[src/rtl/xilinx_sdp_bram_fifo_ctrl.sv]
// FIFO controller for a simple-dual-port block RAM plus a small output buffer.
// Optional almost-full flag: define XILINX_SDP_FIFO_AFULL_EN.
module xilinx_sdp_bram_fifo_ctrl #(
  parameter int DATA_WIDTH   = 36,
  parameter int ADDR_WIDTH   = 9,
  parameter int DO_REG       = 0,
  parameter int AFULL_THRESH = 500
) (
  input  logic                  CLK,
  input  logic                  RST,
  input  logic [DATA_WIDTH-1:0] WR_DATA,
  input  logic                  WR_VALID,
  output logic                  WR_READY,
  output logic [DATA_WIDTH-1:0] RD_DATA,
  output logic                  RD_VALID,
  input  logic                  RD_READY,
  output logic [ADDR_WIDTH+1:0] COUNT,
  output logic                  AFULL,
  output logic [DATA_WIDTH-1:0] BRAM_DI,
  output logic [14:0]           BRAM_WRADDR,
  output logic [7:0]            BRAM_WE,
  output logic                  BRAM_WREN,
  output logic [14:0]           BRAM_RDADDR,
  output logic                  BRAM_RDEN,
  output logic                  BRAM_REGCE,
  output logic                  BRAM_RST,
  input  logic [DATA_WIDTH-1:0] BRAM_DO
);

  localparam int LAT = 1 + DO_REG;
  localparam int OB_DEPTH = 2 + DO_REG;
  localparam int CW = ADDR_WIDTH + 2;
  localparam logic [2:0] OB_D = 3'(OB_DEPTH);
  localparam logic [1:0] OB_LAST = 2'(OB_DEPTH - 1);

  logic [ADDR_WIDTH-1:0] wr_ptr;
  logic [ADDR_WIDTH-1:0] rd_ptr;
  logic [ADDR_WIDTH:0]   mem_count;
  logic [ADDR_WIDTH:0]   mem_count_n;
  logic [LAT-1:0]        rd_pipe;
  logic [LAT-1:0]        rd_pipe_n;
  logic [1:0]            inflight;
  logic [1:0]            inflight_n;
  logic [1:0]            ob_count;
  logic [1:0]            ob_count_n;
  logic [1:0]            ob_head;
  logic [1:0]            ob_tail;
  logic [DATA_WIDTH-1:0] ob_mem [4];
  logic [CW-1:0]         count_q;
  logic [CW-1:0]         count_n;
  logic [2:0]            occ;
  logic                  wr_fire;
  logic                  rd_issue;
  logic                  rd_pop;
  logic                  ob_push;

  // Memory is full exactly when the top bit of mem_count is set.
  assign WR_READY = !RST && !mem_count[ADDR_WIDTH];
  assign wr_fire  = WR_VALID && WR_READY;
  assign RD_VALID = !RST && (ob_count != 2'd0);
  assign rd_pop   = RD_VALID && RD_READY;
  assign RD_DATA  = ob_mem[ob_head];
  assign ob_push  = rd_pipe[LAT-1];
  assign occ      = {1'b0, inflight} + {1'b0, ob_count};

  // A pop this cycle frees a slot, which keeps one read per cycle.
  assign rd_issue = !RST && (mem_count != '0) &&
                    ((occ < OB_D) || rd_pop);

  always_comb begin
    inflight = 2'd0;
    for (int i = 0; i < LAT; i++)
      inflight = inflight + {1'b0, rd_pipe[i]};
  end

  always_comb begin
    rd_pipe_n = '0;
    rd_pipe_n[0] = rd_issue;
    for (int i = 1; i < LAT; i++)
      rd_pipe_n[i] = rd_pipe[i-1];
    inflight_n = 2'd0;
    for (int i = 0; i < LAT; i++)
      inflight_n = inflight_n + {1'b0, rd_pipe_n[i]};
  end

  always_comb begin
    mem_count_n = mem_count;
    unique case ({wr_fire, rd_issue})
      2'b10:   mem_count_n = mem_count + 1'b1;
      2'b01:   mem_count_n = mem_count - 1'b1;
      default: mem_count_n = mem_count;
    endcase
    ob_count_n = ob_count + {1'b0, ob_push} - {1'b0, rd_pop};
    count_n = {1'b0, mem_count_n} + CW'(inflight_n) +
              CW'(ob_count_n);
  end

  always_ff @(posedge CLK) begin
    if (RST) begin
      wr_ptr    <= '0;
      rd_ptr    <= '0;
      mem_count <= '0;
      rd_pipe   <= '0;
      ob_count  <= '0;
      ob_head   <= '0;
      ob_tail   <= '0;
      count_q   <= '0;
    end else begin
      if (wr_fire)
        wr_ptr <= wr_ptr + 1'b1;
      if (rd_issue)
        rd_ptr <= rd_ptr + 1'b1;
      mem_count <= mem_count_n;
      rd_pipe   <= rd_pipe_n;
      ob_count  <= ob_count_n;
      count_q   <= count_n;
      if (ob_push)
        ob_tail <= (ob_tail == OB_LAST) ? 2'd0 : ob_tail + 2'd1;
      if (rd_pop)
        ob_head <= (ob_head == OB_LAST) ? 2'd0 : ob_head + 2'd1;
    end
  end

  always_ff @(posedge CLK) begin
    if (ob_push)
      ob_mem[ob_tail] <= BRAM_DO;
  end

  assign COUNT = count_q;

`ifdef XILINX_SDP_FIFO_AFULL_EN
  logic afull_q;

  always_ff @(posedge CLK) begin
    if (RST)
      afull_q <= 1'b0;
    else
      afull_q <= (count_q >= CW'(AFULL_THRESH));
  end

  assign AFULL = afull_q;
`else
  assign AFULL = 1'b0;
`endif

  assign BRAM_DI     = WR_DATA;
  assign BRAM_WRADDR = 15'(wr_ptr);
  assign BRAM_WE     = {8{wr_fire}};
  assign BRAM_WREN   = wr_fire;
  assign BRAM_RDADDR = 15'(rd_ptr);
  assign BRAM_RDEN   = rd_issue;
  assign BRAM_REGCE  = (DO_REG != 0) ? 1'b1 : 1'b0;
  assign BRAM_RST    = RST;

endmodule

[config.mk]
export PLATFORM = sky130hd
export DESIGN_NAME = xilinx_sdp_bram_fifo_ctrl
export DESIGN_NICKNAME = d
export VERILOG_FILES = /design/src/rtl/xilinx_sdp_bram_fifo_ctrl.sv
export SDC_FILE = /design/constraint.sdc
export NUM_CORES = 1
export LEC_CHECK = 0
export CAP_MARGIN = 0
export CORE_MARGIN = 5
export CORE_UTILIZATION = 26
export CTS_CLUSTER_SIZE = 20
export DETAILED_ROUTE_END_ITERATION = 12
export MAX_ROUTING_LAYER = met4
export PLACE_DENSITY = 0.45
export SLEW_MARGIN = 10
export SYNTH_ARGS = -nofsm -noshare
export SYNTH_HDL_FRONTEND = slang
export SYNTH_SLANG_ARGS = --single-unit
[constraint.sdc]
create_clock -name CLK -period 4.25 [get_ports CLK]
set_input_delay 0.6375 -clock CLK [delete_from_list [all_inputs] [get_ports CLK]]
set_output_delay 0.6375 -clock CLK [all_outputs]
set_load 0.01 [all_outputs]
# Word level (Yosys, flattened, before mapping)

Memories as Yosys holds them, arrays and structs flattened. A register that Yosys moved wholly into a read port is not among the register bits.
Index checks and enable logic that the tools add are counted.

Order comparisons: 1
Equal/unequal tests: 4
Add/subtract/negate cells: 11
Reductions and logical operators: 11
Mux-type cells: 7

Operator list:

| cell                  | number |
|---|---|
| $pmux 10 s2           | 1 |
| $add 9x1->9 const B   | 2 |
| $add 10x1->11         | 1 |
| $add 11x2->11         | 1 |
| $add 10x1->10 const B | 1 |
| $reduce_bool 10->1    | 1 |
| $sub 10x1->10 const B | 1 |
| $mux 2                | 4 |
| $eq 2x1->1 const B    | 3 |
| $logic_and 1x1->1     | 6 |
| $add 2x1->2 const B   | 2 |
| $add 1x2->3           | 1 |
| $lt 3x2->1 const B    | 1 |
| $add 2x1->2           | 1 |
| $eq 2x2->1 const B    | 1 |
| $logic_not 1->1       | 2 |
| $mux 1                | 2 |
| $reduce_bool 2->1     | 1 |
| $sub 2x1->2           | 1 |
| $logic_or 1x1->1      | 1 |

Bits of input ports: 76
RAM bits: 144
Memories kept: 1
Bits in registers: 46
Output and inout bits: 128
Logic and storage cells: 43

Memory list:

| name   | words | bits a word | read ports | clocked after memory_dff | write ports | line | RTL |
|---|---|---|---|---|---|---|---|
| ob_mem | 4     | 36          | 1          | 1                        | 1           | 48   | `logic [DATA_WIDTH-1:0] ob_mem [4];` |

# Longest topological paths before layout

Depth after elaboration: 9
Depth in mapped cells: 16
Mapped depth without buffers: 14

# Least setup slack after synthesis

OpenSTA, ideal clock, no wires.

Path type: register to register
From: reg mem_count[6]
To: reg count_q[6] (netlist: COUNT[6])
Library setup time: 0.123 ns
Cell stages (with the launch flop): 15
Path slack: 0.526 ns
Path buffers: 2
Arrival: 3.601 ns
Required time: 4.127 ns
Period minus slack after synthesis: 3.724 ns
Path through: dfxtp_1 clkbuf_1 nor3_1 nand3_1 and2_1 ha_1 buf_1 xnor2_1 ha_1 a31o_2 inv_1 fa_1 nor2_1 nor4b_1 mux2_1

Longest elaborated chain between the ends: 7
Elaborated cells between the ends (all ways): 10
Classes of those cells: add/sub: 4; eq/ne: 2; mux: 1; reduce/logical: 3

Ends and longest elaborated chain:

| what                                     | line | RTL |
|---|---|---|
| from (decl)                              | 38   | `logic [ADDR_WIDTH:0] mem_count;` |
| from (signal assigned)                   | 113  | `mem_count <= mem_count_n;` |
| $reduce_bool 10->1 (*)                   | 67   | `assign rd_issue = !RST && (mem_count != '0) &&` |
| $logic_and 1x1->1 (*) (2 in a row)       | 67   |  |
| $eq 2x1->1 or $eq 2x2->1 (tied branches) | 88   | `unique case ({wr_fire, rd_issue})` |
| $pmux 10 s2 (*)                          | 88   |  |
| via mem_count_n[0]                       | 39   | `logic [ADDR_WIDTH:0] mem_count_n;` |
| $add 10x1->11 (*)                        | 94   | `count_n = {1'b0, mem_count_n} + CW'(inflight_n) +` |
| $add 11x2->11 (*)                        | 94   |  |
| to (signal assigned)                     | 116  | `count_q <= count_n;` |
| to (decl)                                | 49   | `logic [CW-1:0] count_q;` |

The timed path passes the listed nets; every way through them passes the cells marked *.
A chain may end at the register's enable or synchronous reset.

# Worst setup path in the final report

From: reg mem_count[5]
To: reg count_q[6] (netlist: COUNT[6])

The elaborated chain is that of the path after synthesis.

==> results.cfg <==
[status]
result_of_the_run = complete, no violations

[synthesis]
yosysUniqueCellTypes = 58
avgSynthCellArea_um2 = 14.8
synth_largest_area_cell = edfxtp_1
synth.area.top_cells = edfxtp_1 (53%), dfxtp_1 (12%), mux4_2 (9.9%), buf_4 (5.5%), nor2_1 (1.9%)
postSynth.topFlopCell = edfxtp_1
synthesis.yosys.warnings = 0
synthesis.area_um2 = 8190
postSynth.asyncResetShare_pct = 0
synth-seq-cells = 192
instance_count_of_the_mapped_netlist = 555
yosys.area.top_type_share_pct = 52.8
synth_sequential_area_ratio_pct = 64.5
synth_enable_flop_cells = 144

[route]
route.antenna.remaining_nets = 0
drtPass1Iterations = 4
drc_errors = 0
drt-vias-per-instance = 4.48
vias = 4718
detail_route.wl_per_cell_um = 17.8
finalWirelength_mm = 18.8
drt_first_iter_violations = 386

[worst_setup_path]
regToRegStartpoint = mem_count[5]
crit_required_ps = 4570
critical_path_arrival_ps = 4190
worst_r2r_endpoint = COUNT[6]
critPathKind = reg2reg
cp-start-kind = flip-flop
worst-path-max-fanout = 6
setup.worst_path.end_class = flip-flop
reg2reg_slack_ps = 380
r2r_cells = 12

[sta]
min_period_over_period_pct = 91.2
period_needed_ps = 3870
fin_skew_ps = 12.9
clock.fmax_mhz = 258
slack_of_the_critical_path_ps = 375
timing_max_transition_violations_final = 0
timing_hold_violations_final = 0
grt_setup_unrepaired = false
slew_headroom_pct = 24.9
count_of_final_setup_violators = 0
tns_ps = 0
timing_worst_slew_pin_value_ps = 1130

[global_routing]
gr-usage-all-layers_pct = 11.0
largest_net_degree_at_the_start_of_global_routing = 37
first_pass_grt_wire_length_mm = 29.4
grt_remaining_overflow = 0
first_global_vias = 4990
number_of_antenna_violations_at_the_first_check_in_global_routing = 1

[flow_run]
cap_violations = 0

[cells_and_area]
drive_above_1_share_pct = 16.4
final_common_cell = edfxtp_1
area_growth_syn_to_layout_pct = 23.3
layout.cells.most_common_list = edfxtp_1 (144), clkdlybuf4s50_1 (116), dfxtp_1 (46), nor2_1 (40), mux4_2 (36)
num-nets-final = 723
finalCoreUtilization_pct = 32.3

[placed_design]
gp_routability_congestion = 0.856
place_hpwl_mm = 12.2
pre_cts_ws_ps = 182
number_of_port_buffers = 117

[power]
vdd_ir_drop_max_mv = 0.262
leakage_nw = 3.30
report.power.total_mw = 6.37
power_density_nw_per_um2 = 630

[clock_network]
cts_inserted_buffers = 17
post_cts_buffers = 0
max-clock-path-buffers = 2
numClockSinks = 192
cts-htree-levels = 4
clk_pin_slew_worst_paths_ps = 80
cts_tree = yes
worst_skew_pair.late_latency_ps = 430
cts-hold-fix-buffers = 0
cts_repair_resize_count = 0
cts.root.buffer_cell = clkbuf_16

[die]
design.die.area_um2 = 35200
initial_utilization_pct = 26.2
die_w_um = 188
rows = 65
top_ports = 204
die_h_um = 188
area_of_the_core_um2 = 31300

[hold_path]
path_type_of_the_worst_min_delay_path = reg2reg
launch_instance_of_the_worst_min_delay_path = ob_head[1]
timing.hold.worst_path_depth = 2
synthesized netlist by cell type, types with 7 or more instances:
cell      number
edfxtp_1     144
buf_4         60
dfxtp_1       48
nor2_1        41
mux4_2        36
nand2_1       20
a21oi_1       17
clkbuf_1      16
xnor2_1       15
xor2_1        14
nor3_1        13
inv_1         11
nand3_1       11
o21ai_0       10
nand4_1        9
ha_1           8
and2_1         7
or3_1          7
power breakdown:
part | switching, mW | internal (mW) | leakage [nW] | total [mW]
registers | 0.138 | 2.29 | 1.70 | 2.43
clock network | 0.738 | 0.826 | 0.272 | 1.56
logic | 1.28 | 1.09 | 1.32 | 2.37
state kept, by name, summed over array words and instances (netlist names), named ones only:
| signal | count |
|---|---|
| ob_head | 2 |
| wr_ptr | 9 |
| ob_mem | 144 |
| ob_tail | 2 |
| ob_push | 1 |
| rd_ptr | 9 |
| mem_count | 10 |
| ob_count | 2 |
| COUNT | 11 |
layer usage:
| layer | up-vias | share of wire, % | global-route usage, % |
|---|---|---|---|
| met5 | - | 0 | - |
| met3 | 26 | 4.8 | 2.83 |
| met4 | 0 | 1.3 | 3.36 |
| li1 | 2177 | - | - |
| met2 | 171 | 50 | 17.7 |
| met1 | 2344 | 44 | 13.8 |
layout make-up:
cell class,instances,area (um2)
clock buffers,17,425
multi-input cells,279,2370
well taps,402,503
clock inverters,15,151
fillers,3023,21200
flip-flops and latches,192,5290
inverters,13,53.8
repair buffers,135,1310
diodes,1,2.50
stage by stage:
step / hold WS (ps) / std cells / instance area, um2
2_1_floorplan: 407 / 568 / 8240
3_3_place_gp: 412 / 1021 / 9530
3_5_place_dp: 423 / 1021 / 9530
4_1_cts: 443 / 1053 / 10100
5_1_grt: 464 / 1054 / 10100
6_report: 436 / 1054 / 10100
worst max-delay path by stage:
stage / from / to
floorplan: mem_count[6] / COUNT[6]
global placement: WR_VALID / COUNT[8]
detailed placement: WR_VALID / COUNT[8]
CTS: mem_count[5] / COUNT[6]
global route: mem_count[5] / COUNT[6]
finish: mem_count[5] / COUNT[6]
critical path: stages, from the launching register on:
cell and delay (ps):
dfxtp_1 390, nor4_2 580, nand3_1 270, and2_1 210, ha_1 300, xnor2_1 150
ha_1 330, a31o_2 170, inv_1 50, fa_1 460, nor2_1 190, nor4b_1 300
mux2_1 360
cells by family (layout without fill, tap and decap cells):
kind of cell	after synthesis	count (layout)	share of synthesized area [%]
compound gates	57	57	4.84
buf+inv	97	180	7.44
simple gates	130	130	8.18
mux	40	40	10.4
other cells	1	15	0.0458
xor+xnor	29	29	3.10
flops	192	192	64.5
fa+ha+maj	9	9	1.47
No activity file was read; power rests on OpenSTA's default activity.
